`config.mk`:
```
export PLATFORM = sky130hd
export DESIGN_NAME = reg_op_sequencer_flat
export DESIGN_NICKNAME = d
export VERILOG_FILES = /design/src/rtl/reg_op_sequencer_pkg.sv /design/src/rtl/reg_op_sequencer_if.sv /design/src/rtl/reg_op_sequencer_alu.sv /design/src/rtl/reg_op_sequencer.sv /design/src/flat_wrapper.sv
export SDC_FILE = /design/constraint.sdc
export NUM_CORES = 1
export LEC_CHECK = 0
export ABC_CLOCK_PERIOD_IN_PS = 2300
export BUFFER_PORTS_ARGS = -buffer_cell sky130_fd_sc_hd__buf_2
export CELL_PAD_IN_SITES_DETAIL_PLACEMENT = 1
export CELL_PAD_IN_SITES_GLOBAL_PLACEMENT = 2
export CORE_ASPECT_RATIO = 1.4
export CORE_MARGIN = 3
export CORE_UTILIZATION = 25
export CTS_BUF_LIST = sky130_fd_sc_hd__clkbuf_16
export DETAILED_ROUTE_END_ITERATION = 8
export PLACE_DENSITY_LB_ADDON = 0.1
export SLEW_MARGIN = 30
export SYNTH_ARGS = -nofsm -noshare
export SYNTH_HDL_FRONTEND = slang
export SYNTH_HIERARCHICAL = 1
export SYNTH_SLANG_ARGS = --single-unit
```
`constraint.sdc`:
```
create_clock -name clk -period 2.3 [get_ports clk]
set_input_delay 0.115 -clock clk [delete_from_list [all_inputs] [get_ports clk]]
set_output_delay 0.115 -clock clk [all_outputs]
set_load 0.05 [all_outputs]
```
`src/rtl/reg_op_sequencer_pkg.sv`:
```
// Shared opcodes, FSM states and helpers for the register-op sequencer.
// Optional READ_B skip path is enabled by REG_OP_SKIP_EN.
package reg_op_pkg;

  localparam logic [2:0] OP_ADD  = 3'b000;
  localparam logic [2:0] OP_SUB  = 3'b001;
  localparam logic [2:0] OP_AND  = 3'b010;
  localparam logic [2:0] OP_OR   = 3'b011;
  localparam logic [2:0] OP_XOR  = 3'b100;
  localparam logic [2:0] OP_NOT  = 3'b101;
  localparam logic [2:0] OP_SHL  = 3'b110;
  localparam logic [2:0] OP_PASS = 3'b111;

  typedef enum logic [2:0] {
    S_IDLE   = 3'd0,
    S_READ_A = 3'd1,
    S_READ_B = 3'd2,
    S_EXEC   = 3'd3,
    S_WRITE  = 3'd4
  } state_t;

  function automatic logic op_is_unary(input logic [2:0] op);
    return (op == OP_NOT) || (op == OP_SHL) || (op == OP_PASS);
  endfunction

endpackage

```
`src/rtl/reg_op_sequencer_if.sv`:
```
// Command handshake plus register-array bus of the sequencer.
// Master = sequencer side, slave = command source / array side.
interface reg_op_sequencer_if #(
  parameter int M = 4,
  parameter int N = 4
);
  logic         cmdValid;
  logic         cmdReady;
  logic [2:0]   cmdOp;
  logic [M-1:0] cmdA;
  logic [M-1:0] cmdB;
  logic [M-1:0] cmdDst;
  logic [M-1:0] readAddr;
  logic [N-1:0] rfData;
  logic [M-1:0] writeAddr;
  logic [N-1:0] writeData;
  logic         writeEnable;
  logic         done;
  logic         zero;
  logic         carry;

  modport master (
    input  cmdValid, cmdOp, cmdA, cmdB, cmdDst, rfData,
    output cmdReady, readAddr, writeAddr, writeData,
    output writeEnable, done, zero, carry
  );

  modport slave (
    output cmdValid, cmdOp, cmdA, cmdB, cmdDst, rfData,
    input  cmdReady, readAddr, writeAddr, writeData,
    input  writeEnable, done, zero, carry
  );
endinterface

```
`src/rtl/reg_op_sequencer_alu.sv`:
```
// Combinational ALU for the register-op sequencer.
// Arithmetic wraps modulo 2^N; carry is borrow for SUB.
module reg_op_alu
  import reg_op_pkg::*;
#(
  parameter int N = 4
) (
  input  logic [2:0]   i_op,
  input  logic [N-1:0] i_a,
  input  logic [N-1:0] i_b,
  output logic [N-1:0] o_result,
  output logic         o_carry
);
  logic [N:0] w_sum;
  logic [N:0] w_diff;

  assign w_sum  = {1'b0, i_a} + {1'b0, i_b};
  // Bit N of the extended difference is the unsigned borrow
  assign w_diff = {1'b0, i_a} - {1'b0, i_b};

  always_comb begin
    o_result = i_a;
    o_carry  = 1'b0;
    unique case (i_op)
      OP_ADD:  {o_carry, o_result} = w_sum;
      OP_SUB:  {o_carry, o_result} = w_diff;
      OP_AND:  o_result = i_a & i_b;
      OP_OR:   o_result = i_a | i_b;
      OP_XOR:  o_result = i_a ^ i_b;
      OP_NOT:  o_result = ~i_a;
      OP_SHL: begin
        o_result = i_a << 1;
        o_carry  = i_a[N-1];
      end
      OP_PASS: o_result = i_a;
      default: o_result = i_a;
    endcase
  end
endmodule

```
`src/rtl/reg_op_sequencer.sv`:
```
// Multi-cycle register-to-register op sequencer (read A, read B, exec, write).
// Define REG_OP_SKIP_EN to skip READ_B for A==B or unary opcodes.
module reg_op_sequencer
  import reg_op_pkg::*;
#(
  parameter int M = 4,
  parameter int N = 4
) (
  input logic               clk,
  input logic               clr,
  reg_op_sequencer_if.master bus
);
  state_t       r_state;
  logic [2:0]   r_op;
  logic [M-1:0] r_b;
  logic [M-1:0] r_dst;
  logic [N-1:0] r_opA;
  logic [N-1:0] r_opB;
  logic         r_skip;
  logic         r_ready;
  logic [M-1:0] r_readAddr;
  logic [M-1:0] r_writeAddr;
  logic [N-1:0] r_writeData;
  logic         r_we;
  logic         r_done;
  logic         r_zero;
  logic         r_carry;

  logic [N-1:0] w_res;
  logic         w_carry;
  logic         w_skip;

`ifdef REG_OP_SKIP_EN
  assign w_skip = (bus.cmdA == bus.cmdB) || op_is_unary(bus.cmdOp);
`else
  assign w_skip = 1'b0;
`endif

  reg_op_alu #(.N(N)) u_alu (
    .i_op     (r_op),
    .i_a      (r_opA),
    .i_b      (r_opB),
    .o_result (w_res),
    .o_carry  (w_carry)
  );

  assign bus.cmdReady    = r_ready;
  assign bus.readAddr    = r_readAddr;
  assign bus.writeAddr   = r_writeAddr;
  assign bus.writeData   = r_writeData;
  assign bus.writeEnable = r_we;
  assign bus.done        = r_done;
  assign bus.zero        = r_zero;
  assign bus.carry       = r_carry;

  always_ff @(posedge clk) begin
    if (clr) begin
      r_state     <= S_IDLE;
      r_op        <= OP_ADD;
      r_b         <= '0;
      r_dst       <= '0;
      r_opA       <= '0;
      r_opB       <= '0;
      r_skip      <= 1'b0;
      r_ready     <= 1'b1;
      r_readAddr  <= '0;
      r_writeAddr <= '0;
      r_writeData <= '0;
      r_we        <= 1'b0;
      r_done      <= 1'b0;
      r_zero      <= 1'b0;
      r_carry     <= 1'b0;
    end else begin
      unique case (r_state)
        S_IDLE: begin
          if (bus.cmdValid && r_ready) begin
            r_op       <= bus.cmdOp;
            r_b        <= bus.cmdB;
            r_dst      <= bus.cmdDst;
            r_skip     <= w_skip;
            r_readAddr <= bus.cmdA;
            r_ready    <= 1'b0;
            r_state    <= S_READ_A;
          end
        end
        S_READ_A: begin
          r_opA <= bus.rfData;
          if (r_skip) begin
            r_opB   <= bus.rfData;
            r_state <= S_EXEC;
          end else begin
            r_readAddr <= r_b;
            r_state    <= S_READ_B;
          end
        end
        S_READ_B: begin
          r_opB   <= bus.rfData;
          r_state <= S_EXEC;
        end
        S_EXEC: begin
          r_writeData <= w_res;
          r_writeAddr <= r_dst;
          r_zero      <= (w_res == '0);
          r_carry     <= w_carry;
          r_we        <= 1'b1;
          r_done      <= 1'b1;
          r_state     <= S_WRITE;
        end
        S_WRITE: begin
          r_we    <= 1'b0;
          r_done  <= 1'b0;
          r_ready <= 1'b1;
          r_state <= S_IDLE;
        end
        default: r_state <= S_IDLE;
      endcase
    end
  end
endmodule

```
`src/flat_wrapper.sv`:
```
// flat-port wrapper written by rule: the top's interface ports become plain ports
module reg_op_sequencer_flat import reg_op_pkg::*;
#(
  parameter int M = 4,
  parameter int N = 4
)
  (clk, clr, bus_cmdValid, bus_cmdOp, bus_cmdA, bus_cmdB, bus_cmdDst, bus_rfData, bus_cmdReady, bus_readAddr, bus_writeAddr, bus_writeData, bus_writeEnable, bus_done, bus_zero, bus_carry);
  reg_op_sequencer_if #(.M(M), .N(N)) bus_i ();
  input logic clk;
  input logic clr;
  input wire logic [$bits(bus_i.cmdValid)-1:0] bus_cmdValid;
  input wire logic [$bits(bus_i.cmdOp)-1:0] bus_cmdOp;
  input wire logic [$bits(bus_i.cmdA)-1:0] bus_cmdA;
  input wire logic [$bits(bus_i.cmdB)-1:0] bus_cmdB;
  input wire logic [$bits(bus_i.cmdDst)-1:0] bus_cmdDst;
  input wire logic [$bits(bus_i.rfData)-1:0] bus_rfData;
  output wire logic [$bits(bus_i.cmdReady)-1:0] bus_cmdReady;
  output wire logic [$bits(bus_i.readAddr)-1:0] bus_readAddr;
  output wire logic [$bits(bus_i.writeAddr)-1:0] bus_writeAddr;
  output wire logic [$bits(bus_i.writeData)-1:0] bus_writeData;
  output wire logic [$bits(bus_i.writeEnable)-1:0] bus_writeEnable;
  output wire logic [$bits(bus_i.done)-1:0] bus_done;
  output wire logic [$bits(bus_i.zero)-1:0] bus_zero;
  output wire logic [$bits(bus_i.carry)-1:0] bus_carry;
  assign bus_i.cmdValid = bus_cmdValid;
  assign bus_i.cmdOp = bus_cmdOp;
  assign bus_i.cmdA = bus_cmdA;
  assign bus_i.cmdB = bus_cmdB;
  assign bus_i.cmdDst = bus_cmdDst;
  assign bus_i.rfData = bus_rfData;
  assign bus_cmdReady = bus_i.cmdReady;
  assign bus_readAddr = bus_i.readAddr;
  assign bus_writeAddr = bus_i.writeAddr;
  assign bus_writeData = bus_i.writeData;
  assign bus_writeEnable = bus_i.writeEnable;
  assign bus_done = bus_i.done;
  assign bus_zero = bus_i.zero;
  assign bus_carry = bus_i.carry;
  reg_op_sequencer #(.M(M), .N(N)) u_core (.clk(clk), .clr(clr), .bus(bus_i));
endmodule
```
==> flow_summary.toml <==
[synth]
postSynthAreaPerCell_um2 = 8.93
syn-cell-area_um2 = 2180
synth_seq_area_share_pct = 34.9
syn-num-nets = 280
syn-instance-count = 244
synth.distinct_cells = 41
ys.warnings.count = 6
ys_ff_latch = 38

[timing]
maxSlewHeadroom_pct = 47.1
post-route-period-util_pct = 92.8
worst_pin_slew_ns = 0.794
fin_setup_tns_ns = 0
rsz0062_at_grt = "no"
finClkSkew_ns = 0.00393
fmax_mhz = 469
hold_viol_final = 0
min_period_ns = 2.13
final-max-slew-violation-count = 0
final-setup-viol-count = 0
whs_ns = 0.0922

[final_layout]
diodes = 0
multiInputGateArea_um2 = 1260
post-route-util_pct = 31.3
fill_cells = 993
fin_cells = 382
layout_common_cells = "38 x buf_2, 37 x dfxtp_1, 30 x nor2_1"
fin_nets = 317
drive_gt1_share_pct = 25.0
seqCellArea_um2 = 762
area_growth_pct = 20.0
layout.cells.most_common = "buf_2"

[route]
drc = 0
vias_per_cell = 4.83
vias = 1846
wl_per_cell_um = 15.6
wl_um = 5960
drt_pass1_iterations = 4
route.antenna.remaining_nets = 0
drt_iter0_markers = 79

[clock_tree]
cts-root-buf = "clkbuf_16"
clock_path_buffers = 2
cts_tree = "yes"
clkSinkCount = 38
cts_hold_buf = 0
cts_buffers = 5
htreeDepth = 2
clk_transition_reported_paths_ns = 0.05
clk_latency_ns = 0.28

[grt]
antenna_found_initial = 0
use_met1_pct = 14.8
grt_pass1_wl_um = 9980
groute.usage.overall_pct = 13.0
gr-usage-met3_pct = 2.54
grt_max_degree = 39
grt.busiest_layer = "met2"
grt_overflow = 0
use_met2_pct = 23.6
grt_pass1_vias = 1951

[floorplan]
start_util_pct = 26.1
fp-row-count = 39
coreArea_um2 = 8340
die_width_um = 84.9
die_area_um2 = 9890
fp.dieH_um = 116
io_pins = 39

[placed_design]
gp_congestion = 0.794
portBuffers = 38
dpl.hpwl_um = 4470
dp.cells = 376

[critical_path]
arrival_ns = 2.34
endpoint_kind = "flip-flop"
crit_fanout = 5
startpoint_type = "flip-flop"
required_ns = 2.51
criticalPathCategory = "reg2reg"

[power]
vdd_drop_max_mv = 0.290
power_per_cell_area_nw_per_um2 = 726
power.leakage_nw = 1.15

[run_status]
status = "finished, final reports clean"

[job]
max_cap_viol_count = 0

[hold_path]
worst_hold_path_type = "in2reg"
-- flip-flops by register name, summed over array words and instances, names as in the netlist, 3 cells and up --
signal                cells
u_core/bus.readAddr       4
u_core/bus.writeAddr      4
u_core/bus.writeData      4
u_core/r_b                4
u_core/r_dst              4
u_core/r_op               3
u_core/r_opA              4
u_core/r_opB              4
u_core/r_state            3
-- worst max-delay path: stages, from the launching register on --
cell and delay [ns]:
dfxtp_2 0.36, inv_1 0.08, ha_1 0.23, fa_1 0.42, xor2_1 0.18, nor2_1 0.10, a211oi_1 0.06, a211o_1 0.33
nor4_2 0.14, mux2i_1 0.10, nor2_1 0.08
-- worst paths after layout --
path,startpoint,endpoint,slack [ns],cells after the start
min,bus_cmdB[3],u_core/r_b[3],0.09,3
min reg2reg,u_core/r_dst[2],u_core/r_dst[2],0.48,2
max reg2reg,u_core/r_opA[0],u_core/bus.zero,0.17,10
max,u_core/r_opA[0],u_core/bus.zero,0.17,10
-- cell type report --
class,count,area share (%)
Inverter,12,1.72
Timing Repair Buffer,51,11.0
Sequential cell,38,29.1
Multi-Input combinational cell,173,48.3
Clock buffer,5,4.78
Tap cell,102,4.88
Clock inverter,1,0.144
-- per-layer routing --
layer / part of all wire (%) / vias up
li1: - / 928
met1: 42 / 884
met2: 53 / 27
met3: 3.2 / 7
met4: 1.8 / 0
met5: 0 / -
-- report_power, final --
part / switching [W] / internal, W / total [W]
Clock: 0.000249 / 0.000385 / 0.000635
Combinational: 0.000298 / 0.000206 / 0.000504
Sequential: 0.0000482 / 0.000711 / 0.000759
-- stage by stage --
step / worst slack, ns / instance area, um^2 / total power [W]
finish: 0.167 / 2620 / 0.00190
global route: 0.0248 / 2620 / 0.00203
CTS: 0.0402 / 2590 / 0.00193
detailed placement: 0.0531 / 2470 / 0.00128
global placement: 0.106 / 2470 / 0.00127
floorplan: 0.201 / 2180 / 0.00115
-- timing repair --
item | 4_1_cts | 5_1_grt
setup endpoints to repair | 0 | 1
setup buffers | 0 | 0
gates resized for setup | 0 | 3
-- cells by family (layout without fill, tap and decap cells) --
| group | count (synthesis) | after routing | share of synthesized area (%) |
|---|---|---|---|
| xor+xnor | 3 | 3 | 1.21 |
| simple gates | 71 | 71 | 16.8 |
| buf+inv | 33 | 69 | 7.93 |
| compound gates | 63 | 63 | 19.7 |
| fa+ha+maj | 14 | 14 | 8.73 |
| flops | 38 | 38 | 34.9 |
| mux | 22 | 22 | 10.7 |
-- synth_stat cells, drive strengths merged --
library cell,instances,share of area [%]
a311oi,4,2.8
a2111oi,1,1.3
a221o,1,0.46
nand2,4,0.69
and3,1,0.29
o31a,1,0.40
mux2i,21,9.6
xor2,1,0.40
o211ai,2,0.69
nor4,2,0.57
o21ai,24,5.5
ha,12,6.9
o22a,1,0.40
nand2b,4,1.1
a21oi,19,4.4
nor2,30,5.2
nor3,3,0.69
or3,1,0.29
nand3,16,3.7
buf,13,4.5
nand4bb,1,0.52
nor2b,2,0.57
xnor2,2,0.80
or3b,2,1.0
dfxtp,38,35
and4bb,1,0.57
mux4,1,1.0
nand3b,1,0.34
a211oi,3,1.0
clkbuf,8,1.4
o311ai,1,0.75
a21o,2,0.69
a31oi,2,0.57
nor3b,3,1.3
a211o,2,0.80
fa,2,1.8
inv,12,2.1
(Power assumes the default switching activity.)
